--- src/rtl/serial_subtractor_nbit.sv ---
`default_nettype none
// ============================================================================
// Module   : serial_subtractor_nbit
// Purpose  : Bit-serial subtractor, diff = a - b - borrow_in, one bit per
//            clock, LSB first, with a start/busy/done handshake.
//            Optional macro SUB_SIGNED_OVF_EN enables the signed overflow
//            flag; when undefined, overflow is tied to 0.
// Revision : 1.0 - initial release
// ============================================================================
module serial_subtractor_nbit #(
    parameter int BIT_WIDTH = 8
) (
    input  logic                 clk,
    input  logic                 n_rst,
    input  logic                 start,
    input  logic [BIT_WIDTH-1:0] a,
    input  logic [BIT_WIDTH-1:0] b,
    input  logic                 borrow_in,
    output logic                 busy,
    output logic                 done,
    output logic [BIT_WIDTH-1:0] diff,
    output logic                 borrow_out,
    output logic                 overflow
);

    localparam int c_cnt_w = (BIT_WIDTH > 2) ? $clog2(BIT_WIDTH) : 1;
    localparam logic [c_cnt_w-1:0] c_last_cnt = c_cnt_w'(BIT_WIDTH - 1);

    typedef enum logic [1:0] {
        ST_IDLE = 2'd0,
        ST_BUSY = 2'd1,
        ST_DONE = 2'd2
    } state_t;

    state_t               r_state;
    state_t               w_state_next;
    logic [BIT_WIDTH-1:0] r_a_sr;
    logic [BIT_WIDTH-1:0] r_b_sr;
    logic                 r_br;
    logic [c_cnt_w-1:0]   r_cnt;
    logic                 w_accept;
    logic                 w_last;
    logic                 w_d;
    logic                 w_br_next;

    // A new operation may be launched from IDLE or straight out of DONE.
    assign w_accept  = start && ((r_state == ST_IDLE) || (r_state == ST_DONE));
    assign w_last    = (r_state == ST_BUSY) && (r_cnt == c_last_cnt);

    // Single full-subtractor cell operating on the current LSBs.
    assign w_d       = r_a_sr[0] ^ r_b_sr[0] ^ r_br;
    assign w_br_next = (~r_a_sr[0] & r_b_sr[0]) | (~(r_a_sr[0] ^ r_b_sr[0]) & r_br);

    // State register.
    always_ff @(posedge clk or negedge n_rst) begin
        if (!n_rst) begin
            r_state <= ST_IDLE;
        end else begin
            r_state <= w_state_next;
        end
    end

    // Next-state logic and handshake outputs decoded from the state.
    always_comb begin
        w_state_next = r_state;
        busy         = 1'b0;
        done         = 1'b0;
        case (r_state)
            ST_IDLE: begin
                if (w_accept) w_state_next = ST_BUSY;
            end
            ST_BUSY: begin
                busy = 1'b1;
                if (w_last) w_state_next = ST_DONE;
            end
            ST_DONE: begin
                done         = 1'b1;
                w_state_next = w_accept ? ST_BUSY : ST_IDLE;
            end
            default: w_state_next = ST_IDLE;
        endcase
    end

    // Operand shift registers, running borrow, result shifter and counter.
    always_ff @(posedge clk or negedge n_rst) begin
        if (!n_rst) begin
            r_a_sr     <= '0;
            r_b_sr     <= '0;
            r_br       <= 1'b0;
            r_cnt      <= '0;
            diff       <= '0;
            borrow_out <= 1'b0;
        end else if (w_accept) begin
            r_a_sr <= a;
            r_b_sr <= b;
            r_br   <= borrow_in;
            r_cnt  <= '0;
        end else if (r_state == ST_BUSY) begin
            r_a_sr <= r_a_sr >> 1;
            r_b_sr <= r_b_sr >> 1;
            r_br   <= w_br_next;
            diff   <= {w_d, diff[BIT_WIDTH-1:1]};
            r_cnt  <= r_cnt + 1'b1;
            // Borrow out of the MSB cell is the final unsigned borrow.
            if (w_last) borrow_out <= w_br_next;
        end
    end

`ifdef SUB_SIGNED_OVF_EN
    logic r_a_msb;
    logic r_b_msb;

    // Capture operand signs at start; on the last bit the MSB of the result
    // is w_d, so the flag lands together with entry to DONE.
    always_ff @(posedge clk or negedge n_rst) begin
        if (!n_rst) begin
            r_a_msb  <= 1'b0;
            r_b_msb  <= 1'b0;
            overflow <= 1'b0;
        end else if (w_accept) begin
            r_a_msb <= a[BIT_WIDTH-1];
            r_b_msb <= b[BIT_WIDTH-1];
        end else if (w_last) begin
            overflow <= (r_a_msb != r_b_msb) && (w_d != r_a_msb);
        end
    end
`else
    assign overflow = 1'b0;
`endif

endmodule
`default_nettype wire

--- config.mk ---
export PLATFORM = sky130hd
export DESIGN_NAME = serial_subtractor_nbit
export DESIGN_NICKNAME = d
export VERILOG_FILES = /design/src/rtl/serial_subtractor_nbit.sv
export SDC_FILE = /design/constraint.sdc
export NUM_CORES = 1
export LEC_CHECK = 0
export CAP_MARGIN = 20
export CELL_PAD_IN_SITES_DETAIL_PLACEMENT = 1
export CELL_PAD_IN_SITES_GLOBAL_PLACEMENT = 2
export CORE_MARGIN = 3
export CORE_UTILIZATION = 34
export DETAILED_ROUTE_END_ITERATION = 8
export PLACE_DENSITY = 0.88
export SLEW_MARGIN = 30
export SYNTH_ARGS = -nofsm -noshare
export SYNTH_HDL_FRONTEND = slang
export SYNTH_SLANG_ARGS = --single-unit
--- constraint.sdc ---
create_clock -name clk -period 4.03 [get_ports clk]
set_clock_uncertainty 0.2 [all_clocks]
set_input_delay 0.6045 -clock clk [delete_from_list [all_inputs] [get_ports clk]]
set_output_delay 0.6045 -clock clk [all_outputs]
set_load 0.05 [all_outputs]
==> results.tsv <==
stage	metric	value	unit
worst_setup_path	critical path fanouts, max	25	
timing	Slew Limit Headroom	62.5	%
global_route	gr ovfl total	0	
worst_setup_path	r2r setup slk	2.14	ns
worst_hold_path	Worst Hold Depth	2	
synth	mux cell area share after synthesis	2.99	%
run	Max Cap Viol	0	
global_route	met2 GRT Util	22.3	%
placement	IO Port Bufs	30	
worst_setup_path	Crit Path Class	flip-flop to output pin	
status	status	complete, no violations	
worst_setup_path	required time worst endpoint	3.23	ns
worst_setup_path	Critical Path End Type	output pin	
cts	total CTS buffers	5	
cts	CTS root buf	clkbuf_8	
timing	RSZ-0062 raised after global routing	no	
finish	antenna cells	0	
synth	Post-Syn Area	1460	µm²
placement	Inst Count DP	208	
synth	Synth Area in Adders	3.08	%
synth	Mean Syn Cell Area	10.7	µm²
cts	CTS clock-pin slew for the worst setup and hold paths	0.06	ns
timing	setup TNS	0	ns
die	Rows	23	
timing	Tightest Pin Transition	0.562	ns
synth	Synth Area in Compound Gates	11.0	%
finish	final net count	188	
finish	fin area	1860	µm²
synth	xor and xnor area share after synthesis	0	%
worst_setup_path	critical path arrival	2.37	ns
global_route	GRT met3 Usage	5.75	%
finish	Fillers	463	
cts	htree depth	2	
worst_setup_path	CP Cell Sequence	nand2b_4, inv_4, clkdlybuf4s50_1	
timing	Fmax	0.315	GHz
worst_hold_path	HP Class	flip-flop to flip-flop	
worst_hold_path	min-delay src	borrow_out	
power	Pwr Total	1.65	mW
die	IO Count	32	
cts	hold-fix buffers at CTS	0	
worst_hold_path	Worst Hold Path EP	borrow_out	
synth	Post-Syn Instances	137	
finish	layout cells sized above 1	15.7	%
placement	dpl cell area	1740	µm²
synth	post-synthesis simple-gate area fraction	22.3	%
die	DIE AREA	5130	µm²
global_route	first-pass GRT wire length	6000	µm
global_route	vias in the first global route	1175	
timing	final worst slack	0.851	ns
cts	Post-CTS Setup Inserts	0	
global_route	GRT Total Usage	14.9	%
global_route	initial antenna violation count	0	
worst_setup_path	CP startpoint	r_state[0]	
worst_setup_path	r2r endpoint	r_a_sr[7]	
route	DRC viols	0	
cts	post-cts gate resize count	0	
global_route	GRT busiest layer	met2	
synth	Synth Net Count	160	
power	Peak supply drop	0.000310	V
synth	Yosys warning total	0	
placement	Post-DP HPWL	2200	µm
die	initial core utilization	35.8	%
power	Power Dens Cells	888	nW/µm²
die	Core Area	4090	µm²
route	drt via density	4.97	
global_route	largest net degree at the start of global routing	32	
cts	Max Root-Sink Buffers	2	
cts	worst-skew pair later-pin latency	0.28	ns
finish	area grow syn2layout	27.2	%
synth	largest family of logic cells by synthesized area	simple AND/OR/NAND/NOR gates	
synth	flops & latches, synth	31	
route	wirelength, routed	3320	µm
global_route	routing usage on met1	20.6	%
route	drt first pass iters	4	
timing	final setup fails	0	
synth	register area share after synthesis	53.0	%
placement	GP Congestion	0.798	
placement	dpl ws	1.14	ns
worst_setup_path	worst reg2reg path depth	4	
timing	minimum clock period	3.18	ns
route	Vias	1074	
route	Iter 0 DRT Violations	69	
power	leakage power	0.804	nW
worst_setup_path	Worst setup SP type	flip-flop	
cts	CTS tree	built	
worst_setup_path	slowest stage delay, CP	0.86	ns
timing	Final Max Slew Viols	0	
synth	Yosys cell types	27	
finish	Final Non-Filler Cells	216	
cts	sink count of the clock tree	31	
worst_setup_path	Crit-path slowest cell	clkdlybuf4s50_1	
route	wire per inst	15.4	µm
timing	Period Utilization, post-route	78.9	%
worst_setup_path	Reg2Reg Launch Point	r_state[0]	
timing	Hold Vio Cnt, Final	0	
die	Die X	71.6	µm
die	Die H	71.6	µm
route	Final ANT Viol Nets	0	
metal layers:
metal  share of wire, %  routed length [µm]
met4               0.12                   4
met3                5.8                 194
met5                  0                   0
met2                 48                1600
met1                 46                1520
sequential cells by signal, indices dropped and copies added (netlist names):
name,flops
r_br,1
borrow_out,1
r_state,2
diff,8
r_cnt,3
r_a_sr,8
r_b_sr,8
cells in the mapped netlist (all sizes together):
cell	instances	area (µm²)
o22ai	13	81.3
inv	4	17.5
nand3b	1	7.51
mux2i	1	10.0
nor3	12	115
nor2b	4	32.5
conb	1	3.75
nor2	14	52.6
dfrtp	31	776
fa	1	20.0
a211oi	2	15.0
nand3	1	5.00
mux2	3	33.8
a21oi	3	15.0
nand2b	2	20.0
a22o	4	35.0
nand2	25	93.8
buf	10	90.1
ha	2	25.0
o21ai	3	15.0
where the power goes:
part | leakage (nW) | internal [mW] | switching [mW]
clock network | 0.0612 | 0.200 | 0.113
registers | 0.378 | 0.459 | 0.121
logic | 0.365 | 0.299 | 0.462
total | 0.804 | 0.958 | 0.696
critical path: cells and delay by family, from the launching register on:
| family | cells | cell delay (ns) |
|---|---|---|
| buf+inv | 2 | 1.17 |
| flops | 1 | 0.64 |
| simple gates | 1 | 0.28 |
cells in the final DEF (no fill, tap or decap), drive strengths merged, types with 4 or more instances in the layout:
cell type	n
inv	4
clkdlybuf4s50	30
nand2	25
dfrtp	31
nor2	14
nor2b	4
a22o	4
clkbuf	6
nor3	12
o22ai	13
cell families (layout without fill, tap and decap cells):
| kind of cell | Yosys count | in the layout |
|---|---|---|
| adders and majority gates | 3 | 3 |
| and+or+nand+nor | 59 | 59 |
| buffers and inverters | 14 | 43 |
| DFF | 31 | 31 |
| AOI/OAI and AO/OA | 25 | 25 |
| muxes | 4 | 4 |
| other | 1 | 1 |
stage by stage:
| step | util [%] | hold WS [ns] |
|---|---|---|
| 2_1_floorplan | - | 0.109 |
| 3_3_place_gp | 42.7 | 0.261 |
| 3_5_place_dp | 42.7 | 0.289 |
| 4_1_cts | 45.6 | 0.303 |
| 5_1_grt | 45.6 | 0.331 |
| 6_report | 45.6 | 0.294 |
how the worst max path moves through the flow:
stage and endpoint:
5_1_grt busy, 2_1_floorplan done, 4_1_cts busy, 3_5_place_dp busy, 3_3_place_gp busy, 6_report busy
final cells by class:
cell class	count	area, µm²	area share [%]
repair buffers	31	308	16.5
clock buffers	6	82.6	4.44
well taps	50	62.6	3.36
multi-input cells	92	581	31.2
inverters	4	17.5	0.941
flip-flops and latches	31	776	41.7
clock inverters	2	35.0	1.88
Power figures use the tool's default switching activity.
